[src/rtl/tamagotchi_pkg.sv]
// Shared definitions for the pet stat path.
// Contents: event codes (the bit index of each source in the pending
// vector), the number of sources, sensor active levels, the arbiter
// FSM state type, and the round-robin successor helper.
package tamagotchi_pkg;

    localparam int NUM_SRC = 7;

    localparam logic [2:0] EV_DAY   = 3'd0;
    localparam logic [2:0] EV_DECAY = 3'd1;
    localparam logic [2:0] EV_COMER = 3'd2;
    localparam logic [2:0] EV_CURAR = 3'd3;
    localparam logic [2:0] EV_TEMP  = 3'd4;
    localparam logic [2:0] EV_LUZ   = 3'd5;
    localparam logic [2:0] EV_PROX  = 3'd6;

    // Codes EV_COMER..EV_PROX share the round-robin ring.
    localparam logic [2:0] RR_FIRST = EV_COMER;
    localparam logic [2:0] RR_LAST  = EV_PROX;

    localparam logic TEMP_ACTIVE = 1'b0;
    localparam logic LUZ_ACTIVE  = 1'b0;
    localparam logic PROX_ACTIVE = 1'b1;

    typedef enum logic {
        ST_IDLE  = 1'b0,
        ST_OFFER = 1'b1
    } arb_state_t;

    // Next code on the round-robin ring, wrapping the last code back to the first.
    function automatic logic [2:0] rr_next(input logic [2:0] code);
        return (code == RR_LAST) ? RR_FIRST : code + 3'd1;
    endfunction

endpackage

[src/rtl/stat_event_arbiter_if.sv]
// Bundle between the event sources, the arbiter and the stat bank.
// master: the arbiter (takes requests and ev_ready, drives the event
//         stream, pending vector and drop counter).
// slave : the environment (sources plus bank), the mirror image.
interface stat_event_arbiter_if #(
    parameter int DROP_W = 8
);
    import tamagotchi_pkg::*;

    logic                dead;
    logic                tick_day;
    logic                tick_decay;
    logic                tick_base;
    logic                btn_comer;
    logic                btn_curar;
    logic                sns_temp;
    logic                sns_luz;
    logic                sns_prox;
    logic                ev_valid;
    logic [2:0]          ev_id;
    logic                ev_ready;
    logic [NUM_SRC-1:0]  pending;
    logic [DROP_W-1:0]   drop_cnt;

    modport master (
        input  dead, tick_day, tick_decay, tick_base, btn_comer, btn_curar,
               sns_temp, sns_luz, sns_prox, ev_ready,
        output ev_valid, ev_id, pending, drop_cnt
    );

    modport slave (
        output dead, tick_day, tick_decay, tick_base, btn_comer, btn_curar,
               sns_temp, sns_luz, sns_prox, ev_ready,
        input  ev_valid, ev_id, pending, drop_cnt
    );

endinterface

[src/rtl/sensor_cooldown.sv]
// Arm flag and cooldown down-counter for one level sensor.
// Ports: clk, rst (sync, active-low); level (raw sensor input);
//        active (level meaning "asserted"); grant (bank accepted this
//        sensor's event); tick_base (cooldown time base pulse);
//        fire (sensor is armed and at its active level).
module sensor_cooldown #(
    parameter int COOLDOWN_TICKS = 4
) (
    input  logic clk,
    input  logic rst,
    input  logic level,
    input  logic active,
    input  logic grant,
    input  logic tick_base,
    output logic fire
);

    localparam int CNT_W = (COOLDOWN_TICKS < 1) ? 1 : $clog2(COOLDOWN_TICKS + 1);

    logic             armed;
    logic [CNT_W-1:0] cnt;

    always_ff @(posedge clk) begin
        if (!rst) begin
            armed <= 1'b1;
            cnt   <= '0;
        end else if (grant) begin
            armed <= 1'b0;
            cnt   <= CNT_W'(COOLDOWN_TICKS);
        end else if (!armed && tick_base) begin
            // The tick that takes the count to zero is the one that re-arms.
            if (cnt <= CNT_W'(1)) begin
                cnt   <= '0;
                armed <= 1'b1;
            end else begin
                cnt <= cnt - CNT_W'(1);
            end
        end
    end

    assign fire = armed && (level == active);

endmodule

[src/rtl/stat_event_arbiter.sv]
// Serialises stat-update requests (day/decay ticks, feed/heal buttons,
// temperature/light/proximity sensors) into one event stream for the
// stat bank. DAY beats DECAY beats a round-robin ring over codes 2..6.
// Ports: clk; rst (sync, active-low); bus (master side of
//        stat_event_arbiter_if: requests, dead, ev_valid/ev_id/ev_ready
//        handshake, pending vector, saturating drop counter).
module stat_event_arbiter
    import tamagotchi_pkg::*;
#(
    parameter int COOLDOWN_TICKS = 4,
    parameter int DROP_W         = 8
) (
    input logic                 clk,
    input logic                 rst,
    stat_event_arbiter_if.master bus
);

    logic [NUM_SRC-1:0] req;
    logic [NUM_SRC-1:0] clr;
    logic [NUM_SRC-1:0] drop;
    logic [2:0]         fire;
    logic [2:0]         grant_sns;
    logic [2:0]         sns_level;
    logic [2:0]         sns_active;
    logic               accept;
    logic [2:0]         rr_ptr;
    logic [2:0]         winner;
    logic [2:0]         cand;
    logic               found;
    arb_state_t         state;

    function automatic logic [DROP_W-1:0] sat_add(input logic [DROP_W-1:0] a,
                                                  input logic [2:0]        b);
        logic [DROP_W:0] s;
        s = {1'b0, a} + (DROP_W + 1)'(b);
        return s[DROP_W] ? '1 : s[DROP_W-1:0];
    endfunction

    // A dead pet blocks the handshake as well as new requests.
    assign accept = bus.ev_valid && bus.ev_ready && !bus.dead;

    assign sns_level  = {bus.sns_prox, bus.sns_luz, bus.sns_temp};
    assign sns_active = {PROX_ACTIVE, LUZ_ACTIVE, TEMP_ACTIVE};

    for (genvar s = 0; s < 3; s++) begin : g_sns
        assign grant_sns[s] = accept && (bus.ev_id == (EV_TEMP + 3'(s)));

        sensor_cooldown #(
            .COOLDOWN_TICKS(COOLDOWN_TICKS)
        ) u_cooldown (
            .clk       (clk),
            .rst       (rst),
            .level     (sns_level[s]),
            .active    (sns_active[s]),
            .grant     (grant_sns[s]),
            .tick_base (bus.tick_base),
            .fire      (fire[s])
        );
    end

    always_comb begin
        req            = '0;
        req[EV_DAY]    = bus.tick_day;
        req[EV_DECAY]  = bus.tick_decay;
        req[EV_COMER]  = bus.btn_comer;
        req[EV_CURAR]  = bus.btn_curar;
        // A held sensor level is one outstanding request, not one per
        // cycle, so an armed sensor only requests while it is not pending.
        req[EV_TEMP]   = fire[0] && !bus.pending[EV_TEMP];
        req[EV_LUZ]    = fire[1] && !bus.pending[EV_LUZ];
        req[EV_PROX]   = fire[2] && !bus.pending[EV_PROX];
        clr            = accept ? (NUM_SRC'(1) << bus.ev_id) : '0;
        // A set landing on the bit being cleared wins and is not a drop.
        drop           = req & bus.pending & ~clr;
    end

    // Rotating priority picker; only consulted in IDLE.
    always_comb begin
        winner = EV_DAY;
        cand   = rr_ptr;
        found  = 1'b0;
        if (bus.pending[EV_DAY]) begin
            winner = EV_DAY;
        end else if (bus.pending[EV_DECAY]) begin
            winner = EV_DECAY;
        end else begin
            for (int k = 0; k < 5; k++) begin
                if (!found && bus.pending[cand]) begin
                    winner = cand;
                    found  = 1'b1;
                end
                cand = rr_next(cand);
            end
        end
    end

    always_ff @(posedge clk) begin
        if (!rst) begin
            bus.pending  <= '0;
            bus.drop_cnt <= '0;
            bus.ev_valid <= 1'b0;
            bus.ev_id    <= EV_DAY;
            rr_ptr       <= RR_FIRST;
            state        <= ST_IDLE;
        end else begin
            if (bus.dead) begin
                bus.pending <= '0;
            end else begin
                bus.pending  <= (bus.pending & ~clr) | req;
                bus.drop_cnt <= sat_add(bus.drop_cnt, 3'($countones(drop)));
            end

            case (state)
                ST_IDLE: begin
                    if (!bus.dead && (|bus.pending)) begin
                        bus.ev_id    <= winner;
                        bus.ev_valid <= 1'b1;
                        state        <= ST_OFFER;
                    end
                end
                ST_OFFER: begin
                    if (bus.dead) begin
                        bus.ev_valid <= 1'b0;
                        state        <= ST_IDLE;
                    end else if (bus.ev_ready) begin
                        bus.ev_valid <= 1'b0;
                        state        <= ST_IDLE;
                        if (bus.ev_id >= RR_FIRST) begin
                            rr_ptr <= rr_next(bus.ev_id);
                        end
                    end
                end
                default: state <= ST_IDLE;
            endcase
        end
    end

endmodule

[src/flat_wrapper.sv]
// flat-port wrapper written by rule: the top's interface ports become plain ports
module stat_event_arbiter_flat import tamagotchi_pkg::*;
#(
    parameter int COOLDOWN_TICKS = 4,
    parameter int DROP_W         = 8
)
  (clk, rst, bus_dead, bus_tick_day, bus_tick_decay, bus_tick_base, bus_btn_comer, bus_btn_curar, bus_sns_temp, bus_sns_luz, bus_sns_prox, bus_ev_ready, bus_ev_valid, bus_ev_id, bus_pending, bus_drop_cnt);
  stat_event_arbiter_if #(.DROP_W(DROP_W)) bus_i ();
  input logic clk;
  input logic rst;
  input wire logic [$bits(bus_i.dead)-1:0] bus_dead;
  input wire logic [$bits(bus_i.tick_day)-1:0] bus_tick_day;
  input wire logic [$bits(bus_i.tick_decay)-1:0] bus_tick_decay;
  input wire logic [$bits(bus_i.tick_base)-1:0] bus_tick_base;
  input wire logic [$bits(bus_i.btn_comer)-1:0] bus_btn_comer;
  input wire logic [$bits(bus_i.btn_curar)-1:0] bus_btn_curar;
  input wire logic [$bits(bus_i.sns_temp)-1:0] bus_sns_temp;
  input wire logic [$bits(bus_i.sns_luz)-1:0] bus_sns_luz;
  input wire logic [$bits(bus_i.sns_prox)-1:0] bus_sns_prox;
  input wire logic [$bits(bus_i.ev_ready)-1:0] bus_ev_ready;
  output wire logic [$bits(bus_i.ev_valid)-1:0] bus_ev_valid;
  output wire logic [$bits(bus_i.ev_id)-1:0] bus_ev_id;
  output wire logic [$bits(bus_i.pending)-1:0] bus_pending;
  output wire logic [$bits(bus_i.drop_cnt)-1:0] bus_drop_cnt;
  assign bus_i.dead = bus_dead;
  assign bus_i.tick_day = bus_tick_day;
  assign bus_i.tick_decay = bus_tick_decay;
  assign bus_i.tick_base = bus_tick_base;
  assign bus_i.btn_comer = bus_btn_comer;
  assign bus_i.btn_curar = bus_btn_curar;
  assign bus_i.sns_temp = bus_sns_temp;
  assign bus_i.sns_luz = bus_sns_luz;
  assign bus_i.sns_prox = bus_sns_prox;
  assign bus_i.ev_ready = bus_ev_ready;
  assign bus_ev_valid = bus_i.ev_valid;
  assign bus_ev_id = bus_i.ev_id;
  assign bus_pending = bus_i.pending;
  assign bus_drop_cnt = bus_i.drop_cnt;
  stat_event_arbiter #(.COOLDOWN_TICKS(COOLDOWN_TICKS), .DROP_W(DROP_W)) u_core (.clk(clk), .rst(rst), .bus(bus_i));
endmodule
[config.mk]
export PLATFORM = sky130hd
export DESIGN_NAME = stat_event_arbiter_flat
export DESIGN_NICKNAME = d
export VERILOG_FILES = /design/src/rtl/tamagotchi_pkg.sv /design/src/rtl/stat_event_arbiter_if.sv /design/src/rtl/sensor_cooldown.sv /design/src/rtl/stat_event_arbiter.sv /design/src/flat_wrapper.sv
export SDC_FILE = /design/constraint.sdc
export NUM_CORES = 1
export LEC_CHECK = 0
export ABC_AREA = 1
export BUFFER_PORTS_ARGS = -buffer_cell sky130_fd_sc_hd__buf_4
export CAP_MARGIN = 20
export CORE_UTILIZATION = 49
export DETAILED_ROUTE_END_ITERATION = 10
export PLACE_DENSITY = 0.69
export RECOVER_POWER = 50
export SLEW_MARGIN = 20
export SYNTH_ARGS = -nofsm -noshare
export SYNTH_HDL_FRONTEND = slang
export SYNTH_SLANG_ARGS = --single-unit
[constraint.sdc]
create_clock -name clk -period 5.75 [get_ports clk]
set_clock_uncertainty 0.2 [all_clocks]
set_input_delay 0.575 -clock clk [delete_from_list [all_inputs] [get_ports clk]]
set_output_delay 0.575 -clock clk [all_outputs]
set_load 0.02 [all_outputs]
==> summary.txt, run 1 <==
Die
  • Row count: 26
  • Core area: between 5000 and 6000 um2
  • Starting Density: 0.524
  • Chip width: 76.9 um
  • Die area: about 6000 um2
  • I/O pin cnt: 31
  • Die H: a little under 80 um

Routing
  • Pre-Repair DR Iteration Count: 4
  • DR WL/cell: approximately 12 um
  • Residual DRC count: 0
  • Drt via density: 5.20
  • Total Wirelength: about 6500 um
  • Antenna Nets Post-Route: 0
  • DR iter-0 viols: 150
  • Total number of vias: roughly 2,700

Power and ir drop
  • Power per cell area: 212 nW/um2
  • Leak pwr: between 1 and 1.5 nW
  • Peak supply drop: between 150 and 200 uV

Worst setup path
  • Worst-path cell chain: buf_4, nor3_1, inv_1, o31ai_1, nor2_1, ha_1, fa_1, fa_1, inv_1, fa_1, nor2_1, o21ai_0, nor2_1, inv_1, a311oi_1
  • Crit path DAT: about 4.2 ns
  • Largest stage delay, worst path: approximately 0.59 ns
  • Setup crit start kind: primary input
  • Crit path kind: primary input to flop
  • CP Max Fanout: 5
  • CP required: approximately 5.8 ns
  • Slowest cell on crit path: fa_1
  • Crit path capture type: flop

Timing
  • Period utilisation layout: 0.737
  • Max Transition Viols Final: 0
  • Worst-margin pin slew: a little over 0.6 ns
  • Minimum setup slack in the final design: 1.51 ns
  • Max Freq: roughly 240 MHz
  • Slew HR: 0.584
  • Final hold vios: 0
  • Final count of negative-setup-slack endpoints: 0
  • WHS: 0.269 ns
  • Final Critical Period: 4.24 ns
  • RSZ-0062 raised after global routing: false
  • Setup TNS: 0 ns

Global routing
  • Vias in the first global route: between 2,000 and 3,000
  • GRT Resource Usage Total: 0.233
  • Pin count of the biggest net entering global routing: 17
  • First-pass GRT wire length: roughly 11,000 um
  • Initial antenna violation count: 0
  • Grt ovf: 0

Yosys
  • Register area share after synthesis: 0.255
  • Post-Syn Area: 2750 um2
  • Yosys warning count: 0
  • Yosys reg bits: 35
  • Post-synth cell types: 36
  • Synth Flop Type: dfxtp_1
  • Number of flops mapped to enable cells by yosys: 0
  • Top cells by area, synth: dfxtp_1 26%, nand2_1 13%, ha_1 10%
  • Largest area contributor in the netlist: dfxtp_1
  • Synth Instances: about 420
  • Syn avg cell area: between 6 and 7 um2
  • Post-synth top area share: 0.255
  • Async SR Flop Fraction: 0

Clock network
  • Clock root buffer: clkbuf_8
  • Post-CTS Setup Inserts: 0
  • Gates resized, CTS repair: 0
  • Clk sink count: 35
  • Worst-path clk slew: 0.07 ns
  • CTS buffer count: 5
  • H-tree depth: 2
  • CTS tree: yes
  • Post-CTS Hold Fix Bufs: 0
  • Skew-Pair Late Insertion Delay: slightly below 0.3 ns
  • CTS Buffer Depth: 2

Place
  • # port buffers: 30
  • Pre-CTS setup slack: between 1 and 1.5 ns
  • Post-DP HPWL: 4980 um
  • GP Congestion: 0.892

Status
  • Status: finished, final reports clean

Worst hold path
  • Worst hold path class: flop to flop

Layout
  • Antenna diodes: 0
  • Area Growth Syn to Fin: 10.8%
  • Nets: between 400 and 500
  • Highest-count cells in the layout ignoring fill and taps: 95 x nand2_1, 65 x inv_1, 51 x nand3_1
  • Commonest non-fill, non-tap cell in the layout: nand2_1
  • Final core occ: 0.581
  • Fraction of layout cells with a size suffix above 1: 0.0846

Run
  • MaxCap Viol Count: 0
-- synthesized netlist by cell type (all sizes together) (3+ instances only) --
library cell	n
nor2	35
nor3	6
a211oi	3
o21ai	25
dfxtp	35
fa	4
ha	22
nand2	104
xor2	4
a21oi	33
a31oi	3
nand4	3
inv	68
nand3	52
-- power breakdown --
| part | switching (mW) | internal (mW) |
|---|---|---|
| clock | 0.0900 | 0.140 |
| sequential | 0.0139 | 0.252 |
| combinational | 0.0940 | 0.0549 |
| total | 0.198 | 0.447 |
-- layout make-up --
type	count	area, um2
Tap cell	70	87.6
Fill cell	534	2190
Multi-Input combinational cell	308	1710
Clock buffer	6	82.6
Timing Repair Buffer	30	165
Clock inverter	2	35.0
Sequential cell	35	701
Inverter	68	263
-- final timing paths --
check	slack, ns	to	start	depth (start not counted)
hold reg to reg	0.27	u_core.g_sns[0].u_cooldown.cnt[1]	u_core.g_sns[0].u_cooldown.cnt[1]	2
hold / removal	0.27	u_core.g_sns[0].u_cooldown.cnt[1]	u_core.g_sns[0].u_cooldown.cnt[1]	2
setup reg to reg	1.53	u_core.bus.drop_cnt[7]	u_core.bus.ev_valid	15
setup / recovery	1.51	u_core.bus.drop_cnt[7]	bus_dead	15
-- critical path, delay by kind of cell --
family | cells | cell delay (ns)
adder cells (fa/ha/maj) | 4 | 1.69
AND/OR/NAND/NOR | 4 | 0.82
AO/OA/AOI/OAI | 3 | 0.69
buffers and inverters | 4 | 0.46
-- through the flow --
| stage | total power, mW | std cells | area [um2] |
|---|---|---|---|
| floorplan | 0.382 | 417 | 2750 |
| global placement | 0.423 | 511 | 2990 |
| detailed placement | 0.424 | 511 | 2990 |
| CTS | 0.655 | 519 | 3100 |
| global route | 0.684 | 519 | 3040 |
| finish | 0.645 | 519 | 3040 |
-- state kept, by name, indices dropped and copies added, names as in the netlist --
register	cells
u_core.g_sns.u_cooldown.cnt	9
u_core.g_sns.u_cooldown.armed	3
u_core.bus.pending	7
u_core.state	1
u_core.bus.ev_id	3
u_core.bus.ev_valid	1
u_core.bus.drop_cnt	8
u_core.rr_ptr	3
-- layer usage --
layer / global-route usage / vias up / part of all wire
met1: 0.276 / 1217 / 0.45
met5: 0 / - / 0
li1: - / 1407 / -
met4: 0.102 / 0 / 0.019
met3: 0.0452 / 14 / 0.047
met2: 0.406 / 61 / 0.48
-- kinds of logic (layout without fill, tap and decap cells) --
logic type,count (synthesis),after routing,synth area share
xor gates and xnor gates,4,4,0.0128
and+or+nand+nor,205,205,0.338
other,1,3,0.00137
AOI/OAI and AO/OA,70,70,0.139
adders and majority gates,26,26,0.129
DFF,35,35,0.255
buffers and inverters,74,106,0.125
Power figures use the tool's default switching activity.
==> run 2, diff against run 1 <==
--- a/config.mk
+++ b/config.mk
@@ -5,12 +5,12 @@
 export SDC_FILE = /design/constraint.sdc
 export NUM_CORES = 1
 export LEC_CHECK = 0
-export ABC_AREA = 1
+export ABC_AREA = 0
 export BUFFER_PORTS_ARGS = -buffer_cell sky130_fd_sc_hd__buf_4
 export CAP_MARGIN = 20
 export CORE_UTILIZATION = 49
 export DETAILED_ROUTE_END_ITERATION = 10
-export PLACE_DENSITY = 0.69
+export PLACE_DENSITY = 0.68
 export RECOVER_POWER = 50
 export SLEW_MARGIN = 20
 export SYNTH_ARGS = -nofsm -noshare
==> constraint.sdc (replaced) <==
create_clock -name clk -period 4.1 [get_ports clk]
set_clock_uncertainty 0.2 [all_clocks]
set_input_delay 0.41 -clock clk [delete_from_list [all_inputs] [get_ports clk]]
set_output_delay 0.41 -clock clk [all_outputs]
set_load 0.02 [all_outputs]
==> run 2 against run 1 <==
Net effect: combinational power grew 32%; clock power grew 9.6%; via count grew 7.3%; die area grew 10%; power grew 27%; sequential cell count is the same; synthesized cell count shrank 8.0%; area after synthesis grew 10%; critical path depth shrank 1; worst hold slack lost 0.14 ns; first-iteration DRC count grew 3.3%; clock-buffer cell count shrank 1; critical endpoint is now u_core.bus.drop_cnt[1]; highest routed layer unchanged.
==> summary.txt, run 2 <==
Yosys
  • Synth Flop Type: dfxtp_1
  • Top cells by area, synth: dfxtp_1 23%, ha_1 9.1%, a21oi_1 7.9%
  • Most frequent cells after synthesis: 48 x a21oi_1, 39 x nor2_1, 35 x dfxtp_1
  • Most numerous cell in the Yosys netlist: a21oi_1
  • Post-synth cell types: 72 (+100%)
  • Yosys reg bits: 35 (unchanged)
  • Largest area contributor in the netlist: dfxtp_1
  • Async SR Flop Fraction: 0 (unchanged)
  • Post-Syn Area: 3030 um2 (+10%)
  • Syn avg cell area: 7.93 um2 (+20%)
  • Synth Instances: 382 (-8.0%)
  • Number of flops mapped to enable cells by yosys: 0 (unchanged)
  • Register area share after synthesis: 0.231 (-0.0239)
  • Yosys warning count: 0 (unchanged)
  • Post-synth top area share: 0.231 (-0.0239)

Routing
  • Drt via density: 5.86 (+13%)
  • Antenna Nets Post-Route: 0 (unchanged)
  • DR WL/cell: 15.6 um (+26%)
  • Total number of vias: 2,895 (+7.3%)
  • DR iter-0 viols: 155 (+3.3%)
  • Total Wirelength: 7730 um (+20%)
  • Pre-Repair DR Iteration Count: 4 (unchanged)
  • Residual DRC count: 0 (unchanged)

Die
  • Chip width: 80.6 um (+4.9%)
  • I/O pin cnt: 31 (unchanged)
  • Die H: 80.6 um (+4.9%)
  • Core area: 5960 um2 (+14%)
  • Row count: 28 (+7.7%)
  • Die area: 6500 um2 (+10%)
  • Starting Density: 0.509 (-0.0155)

Run
  • MaxCap Viol Count: 0 (unchanged)

Layout
  • Largest register FFs: 9 (unchanged)
  • Final core occ: 0.579 (-0.00241)
  • Top flop regs: u_core.g_sns.u_cooldown.cnt (9), u_core.bus.drop_cnt (8), u_core.bus.pending (7)
  • Fraction of layout cells with a size suffix above 1: 0.200 (+0.116)
  • Highest-count cells in the layout ignoring fill and taps: 43 x a21oi_1, 39 x nor2_1, 36 x buf_4
  • Area Growth Syn to Fin: 13.8%
  • Antenna diodes: 0 (unchanged)
  • Commonest non-fill, non-tap cell in the layout: a21oi_1
  • Largest Register: u_core.g_sns.u_cooldown.cnt
  • Nets: 456 (-6.2%)

Worst hold path
  • Hold EP: u_core.bus.pending[3]
  • Hold depth: 3 (+1)
  • Hold Path Origin: bus_btn_curar
  • Worst hold path class: primary input to flop

Clock network
  • Clock root buffer: clkbuf_8
  • Clk sink count: 35 (unchanged)
  • CTS buffer count: 5 (unchanged)
  • Worst-path clk slew: 0.08 ns (about the same)
  • CTS Buffer Depth: 2 (unchanged)
  • CTS tree: yes
  • H-tree depth: 2 (unchanged)
  • Skew-Pair Late Insertion Delay: 0.29 ns (about the same)
  • Post-CTS Setup Inserts: 0 (unchanged)

Worst setup path
  • Worst Path Buf+Inv: 2 (-2)
  • Reg2reg path depth: 14 (-1)
  • Crit path DAT: 3.93 ns (-0.31 ns)
  • Crit path capture type: flop
  • Largest stage delay, worst path: 0.55 ns (-0.04 ns)
  • CP required: 4.12 ns (-1.63 ns)
  • Slowest cell on crit path: or4b_4
  • R2R Path Start: u_core.bus.ev_valid
  • Crit path kind: flop to flop
  • Worst-path cell chain: nand2_2, nor3_4, a21boi_2, and2_1, ha_1, fa_1, ha_1, fa_1, inv_1, fa_2, inv_1, a21oi_1, or4b_4, a21oi_2
  • CP Max Fanout: 5 (unchanged)
  • Family with the most delay on the worst path: adder cells
  • Worst reg2reg setup slack: 0.19 ns (-1.34 ns)
  • RR Endpoint: u_core.bus.drop_cnt[1]
  • Setup crit start kind: flop

Place
  • # port buffers: 30 (unchanged)
  • GP Congestion: 0.967 (+8.5%)
  • Pre-CTS setup slack: -0.0675 ns (-1.29 ns)
  • Post-DP HPWL: 5740 um (+15%)

Timing
  • Final hold vios: 0 (unchanged)
  • RSZ-0062 raised after global routing: false
  • Final count of negative-setup-slack endpoints: 0 (unchanged)
  • Max Transition Viols Final: 0 (unchanged)
  • WHS: 0.131 ns (-0.138 ns)
  • Slew HR: 0.566 (-0.0183)
  • Minimum setup slack in the final design: 0.186 ns (-1.33 ns)
  • Final Critical Period: just under 4 ns
  • Period utilisation layout: 0.955
  • Max Freq: 255 MHz
  • Worst-margin pin slew: 0.651 ns (+0.0321 ns)

Power and ir drop
  • Power per cell area: 238 nW/um2 (+12%)
  • Leak pwr: 1.37 nW (-3.1%)
  • Peak supply drop: 217 uV (+24%)
  • Pwr Total: 0.819 mW (+27%)

Status
  • Status: finished, final reports clean

Global routing
  • First-pass GRT wire length: 12,400 um (+11%)
  • Initial antenna violation count: 0 (unchanged)
  • Pin count of the biggest net entering global routing: 27 (+10)
  • Grt ovf: 0 (unchanged)
  • Vias in the first global route: 2,540 (+1.6%)
  • GRT Resource Usage Total: 0.249 (+0.0155)
==> run 2: cell type report <==
| type | count | area, um2 |
|---|---|---|
| multi-input combinational | 307 | 2160 |
| inverter | 22 | 82.6 |
| timing repair buffer | 47 | 315 |
| tap | 75 | 93.8 |
| sequential | 35 | 706 |
| fill | 571 | 2510 |
| clock inverter | 3 | 20.0 |
| clock buffer | 5 | 68.8 |
==> run 2: power breakdown <==
group / switching, mW / internal (mW) / leakage (nW) / total, mW
Combinational: 0.112 / 0.0835 / 1.05 / 0.196
Sequential: 0.0183 / 0.353 / 0.285 / 0.372
Clock: 0.134 / 0.118 / 0.0402 / 0.252
Total: 0.264 / 0.555 / 1.37 / 0.819
==> run 2: stage by stage <==
step           std cells  area, um2  TNS, ns
6_report             494       3450        0
5_1_grt              494       3450        0
4_1_cts              494       3440        0
3_5_place_dp         486       3350   -0.285
3_3_place_gp         486       3350        0
2_1_floorplan        384       3050        0
==> run 2: cells by family after synthesis <==
| group | after synthesis | share of synthesized area |
|---|---|---|
| multiplexers | 15 | 0.0574 |
| AND/OR/NAND/NOR | 138 | 0.235 |
| XOR/XNOR | 8 | 0.0231 |
| adder cells (fa/ha/maj) | 26 | 0.117 |
| buffers and inverters | 42 | 0.0756 |
| flip-flops | 35 | 0.231 |
| other | 1 | 0.00124 |
| AO/OA/AOI/OAI | 117 | 0.259 |
==> run 2: timing repair <==
| item | CTS | global route |
|---|---|---|
| endpoints found under the setup margin | 0 | 8 |
| resized for setup | 0 | 14 |
| hold buffers | 0 | 0 |
==> run 2: worst max path at each step <==
stage | start | to | slack, ns | cells after the start
floorplan | bus_dead | u_core.bus.drop_cnt[0] | 0.08 | 14
global placement | bus_ev_ready | u_core.bus.drop_cnt[0] | 0.04 | 15
detailed placement | bus_ev_ready | u_core.bus.drop_cnt[3] | -0.07 | 15
CTS | u_core.bus.ev_id[0] | u_core.bus.drop_cnt[3] | 0.04 | 14
global route | u_core.rr_ptr[0] | u_core.bus.ev_id[1] | 0.03 | 12
finish | u_core.bus.ev_valid | u_core.bus.drop_cnt[1] | 0.19 | 14
==> run 2: metal layers <==
layer	GRT usage	wire (um)	share of wire
met1	0.375	3850	0.50
met2	0.364	3320	0.43
met3	0.0432	520	0.067
met4	0.0500	34	0.0044
met5	0	0	0
==> run 2: worst min-delay path: stages <==
cell,delay [ns]
buf_4,0.08
a21oi_1,0.03
nor2_1,0.06
==> run 3, diff against run 2 <==
--- a/config.mk
+++ b/config.mk
@@ -8,9 +8,13 @@
 export ABC_AREA = 0
 export BUFFER_PORTS_ARGS = -buffer_cell sky130_fd_sc_hd__buf_4
 export CAP_MARGIN = 20
-export CORE_UTILIZATION = 49
+export CELL_PAD_IN_SITES_DETAIL_PLACEMENT = 2
+export CELL_PAD_IN_SITES_GLOBAL_PLACEMENT = 2
+export CORE_ASPECT_RATIO = 0.8
+export CORE_UTILIZATION = 35
 export DETAILED_ROUTE_END_ITERATION = 10
-export PLACE_DENSITY = 0.68
+export MAX_ROUTING_LAYER = met4
+export PLACE_DENSITY_LB_ADDON = 0.1
 export RECOVER_POWER = 50
 export SLEW_MARGIN = 20
 export SYNTH_ARGS = -nofsm -noshare
==> run 3 against run 2 <==
Net effect: routed wire length rose by 33%; sequential power is essentially flat; critical path depth decreased by 1; critical path type unchanged; worst hold slack lost 0.010 ns; utilization decreased by 14 points; register-to-register slack worse by 0.08 ns; non-clock buffer count up 5.
==> summary.txt, run 3 (synthesized netlist as in run 2, its figures left out) <==
Status
  • Status: finished, final reports clean

Global routing
  • Pin count of the biggest net entering global routing: 27 (unchanged)
  • Vias in the first global route: 3,045 (+20%)
  • Initial antenna violation count: 0 (unchanged)
  • Met1 Use GR: 0.350 (-0.0252)
  • First-pass GRT wire length: 16,100 um (+30%)
  • GRT met2 Usage: 0.349 (-0.0148)
  • Busiest grt layer: met1
  • Grt ovf: 0 (unchanged)
  • M3 GR Usage: 0.0284 (-0.0148)
  • GRT Resource Usage Total: 0.237 (-0.0121)

Layout
  • Antenna diodes: 0 (unchanged)
  • Top flop regs: u_core.g_sns.u_cooldown.cnt (9), u_core.bus.drop_cnt (8), u_core.bus.pending (7)
  • Fin area: 3540 um2 (+2.8%)
  • Fin cells: 532 (+7.7%)
  • Nets: 461 (+1.1%)
  • Fraction of layout cells with a size suffix above 1: 0.219 (+0.0189)
  • Highest-count cells in the layout ignoring fill and taps: 43 x a21oi_1, 40 x buf_4, 38 x nor2_1
  • Commonest non-fill, non-tap cell in the layout: a21oi_1
  • Area Growth Syn to Fin: 16.9%
  • Largest register FFs: 9 (unchanged)
  • Largest Register: u_core.g_sns.u_cooldown.cnt

Worst setup path
  • CP Max Fanout: 6 (+1)
  • CP required: 4.13 ns (about the same)
  • Crit path kind: flop to flop
  • R2R Path Start: u_core.bus.ev_id[0]
  • Worst reg2reg setup slack: 0.10 ns (-0.08 ns)
  • Reg2reg path depth: 13 (-1)
  • Cell mode on critical path: ha_1
  • Largest stage delay, worst path: 0.56 ns (about the same)
  • Crit. Startpoint: u_core.bus.ev_id[0]
  • Setup crit start kind: flop
  • RR Endpoint: u_core.bus.drop_cnt[5]
  • Worst-path cell chain: ha_1, ha_1, a21oi_2, ha_1, fa_1, ha_1, fa_1, inv_1, fa_2, inv_1, a21oi_1, or4b_4, a21oi_2
  • Slowest cell on crit path: or4b_4
  • Crit path capture type: flop
  • Worst setup path endpoint: u_core.bus.drop_cnt[5]
  • Crit path DAT: 4.02 ns (+0.09 ns)

Timing
  • Worst-margin pin slew: 0.704 ns (+0.0527 ns)
  • Final count of negative-setup-slack endpoints: 0 (unchanged)
  • Period utilisation layout: 0.975 (+0.0202)
  • Max Transition Viols Final: 0 (unchanged)
  • Slew HR: 0.531 (-0.0351)
  • Max Freq: 250 MHz (-2.1%)
  • Setup TNS: 0 ns (unchanged)
  • Final Critical Period: 4.00 ns (+0.0829 ns)
  • Final hold vios: 0 (unchanged)

Die
  • Starting Density: 0.371 (-0.138)
  • Core area: 8160 um2 (+37%)
  • Row count: 29 (+3.6%)
  • I/O pin cnt: 31 (unchanged)
  • Die H: 85.2 um (+5.7%)
  • Chip width: 106 um (+31%)
  • Die area: 9030 um2 (+39%)

Routing
  • Total number of vias: 3,025 (+4.5%)
  • Total Wirelength: 10,300 um (+33%)
  • DR iter-0 viols: 145 (-6.5%)
  • Residual DRC count: 0 (unchanged)
  • DR WL/cell: 19.3 um (+24%)
  • Drt via density: 5.69 (-3.0%)
  • Pre-Repair DR Iteration Count: 4 (unchanged)
  • Antenna Nets Post-Route: 0 (unchanged)

Clock network
  • CTS buffer count: 5 (unchanged)
  • Skew-Pair Late Insertion Delay: 0.30 ns (about the same)
  • H-tree depth: 2 (unchanged)
  • CTS tree: yes
  • Worst-path clk slew: 0.08 ns (about the same)
  • Post-CTS Hold Fix Bufs: 0 (unchanged)
  • Clock root buffer: clkbuf_8
  • Clk sink count: 35 (unchanged)
  • CTS Buffer Depth: 2 (unchanged)

Place
  • GP Congestion: 0.854 (-12%)
  • Post-DP HPWL: 7800 um (+36%)
  • Placed Cells: 522 (+7.4%)
  • Area after DPL: 3420 um2 (+1.9%)
  • # port buffers: 30 (unchanged)

Run
  • MaxCap Viol Count: 0 (unchanged)

Worst hold path
  • Worst hold path class: primary input to flop

Power and ir drop
  • Leak pwr: 1.39 nW (+1.4%)
  • Peak supply drop: 161 uV (-26%)
  • Power per cell area: 241 nW/um2 (+1.5%)
-- run 3: cell count changes in the layout (fill, tap and decap cells not counted), moves of 2 or more --
cell,before,now
clkbuf_1,10,12
buf_4,36,40
dfxtp_2,1,3
dfxtp_1,33,31
-- run 3: critical path: cells and delay by family (launching register included) --
kind / cells / cell delay, ns
adders and majority gates: 7 / 2.23
AOI/OAI and AO/OA: 3 / 0.42
and+or+nand+nor: 1 / 0.56
buffers and inverters: 2 / 0.15
DFF: 1 / 0.37
-- run 3: how the worst min path moves through the flow --
stage / from / endpoint / slack [ns] / cells past startpoint
after global placement: u_core.g_sns[2].u_cooldown.cnt[1] / u_core.g_sns[2].u_cooldown.cnt[1] / 0.29 / 2
after detailed placement: u_core.g_sns[2].u_cooldown.cnt[1] / u_core.g_sns[2].u_cooldown.cnt[1] / 0.30 / 2
final: bus_tick_decay / u_core.bus.pending[1] / 0.12 / 3
after floorplan: u_core.g_sns[2].u_cooldown.cnt[1] / u_core.g_sns[2].u_cooldown.cnt[1] / 0.26 / 2
after CTS: bus_tick_decay / u_core.bus.pending[1] / 0.12 / 3
after global routing: bus_btn_comer / u_core.bus.pending[2] / 0.15 / 3
-- run 3: per-stage QoR --
step,setup slack [ns],utilization,hold WS (ns),power [mW]
final,0.103,0.434,0.120,0.855
after global routing,-0.00815,0.434,0.147,0.894
after CTS,0.000867,0.431,0.117,0.852
after detailed placement,-0.106,0.418,0.296,0.589
after global placement,0.0445,0.418,0.292,0.582
after floorplan,0.0775,-,0.257,0.508
-- run 3: metal layers --
layer / vias to the layer above / part of all wire
met4: 0 / 0.0057
met3: 7 / 0.044
met1: 1501 / 0.52
met2: 58 / 0.43
met5: - / 0
li1: 1459 / -
-- run 3: power breakdown --
group          switching, mW  internal (mW)  leakage (nW)  total, mW
Combinational          0.128         0.0906          1.06      0.219
Sequential            0.0192          0.354         0.286      0.373
Clock                  0.145          0.118        0.0402      0.264
-- run 3: final cells by class --
| class | count | area [um2] |
|---|---|---|
| timing repair buffer | 52 | 345 |
| tap | 108 | 135 |
| inverter | 22 | 82.6 |
| multi-input combinational | 307 | 2180 |
| clock inverter | 3 | 20.0 |
| clock buffer | 5 | 68.8 |
| fill | 989 | 4620 |
| sequential | 35 | 708 |
-- run 3: repair_timing --
item                       4_1_cts  5_1_grt
resized for setup                6       15
pin swaps                        0        5
setup endpoints to repair        6        9
buffers inserted                 0        2
hold endpoints to repair         0        0
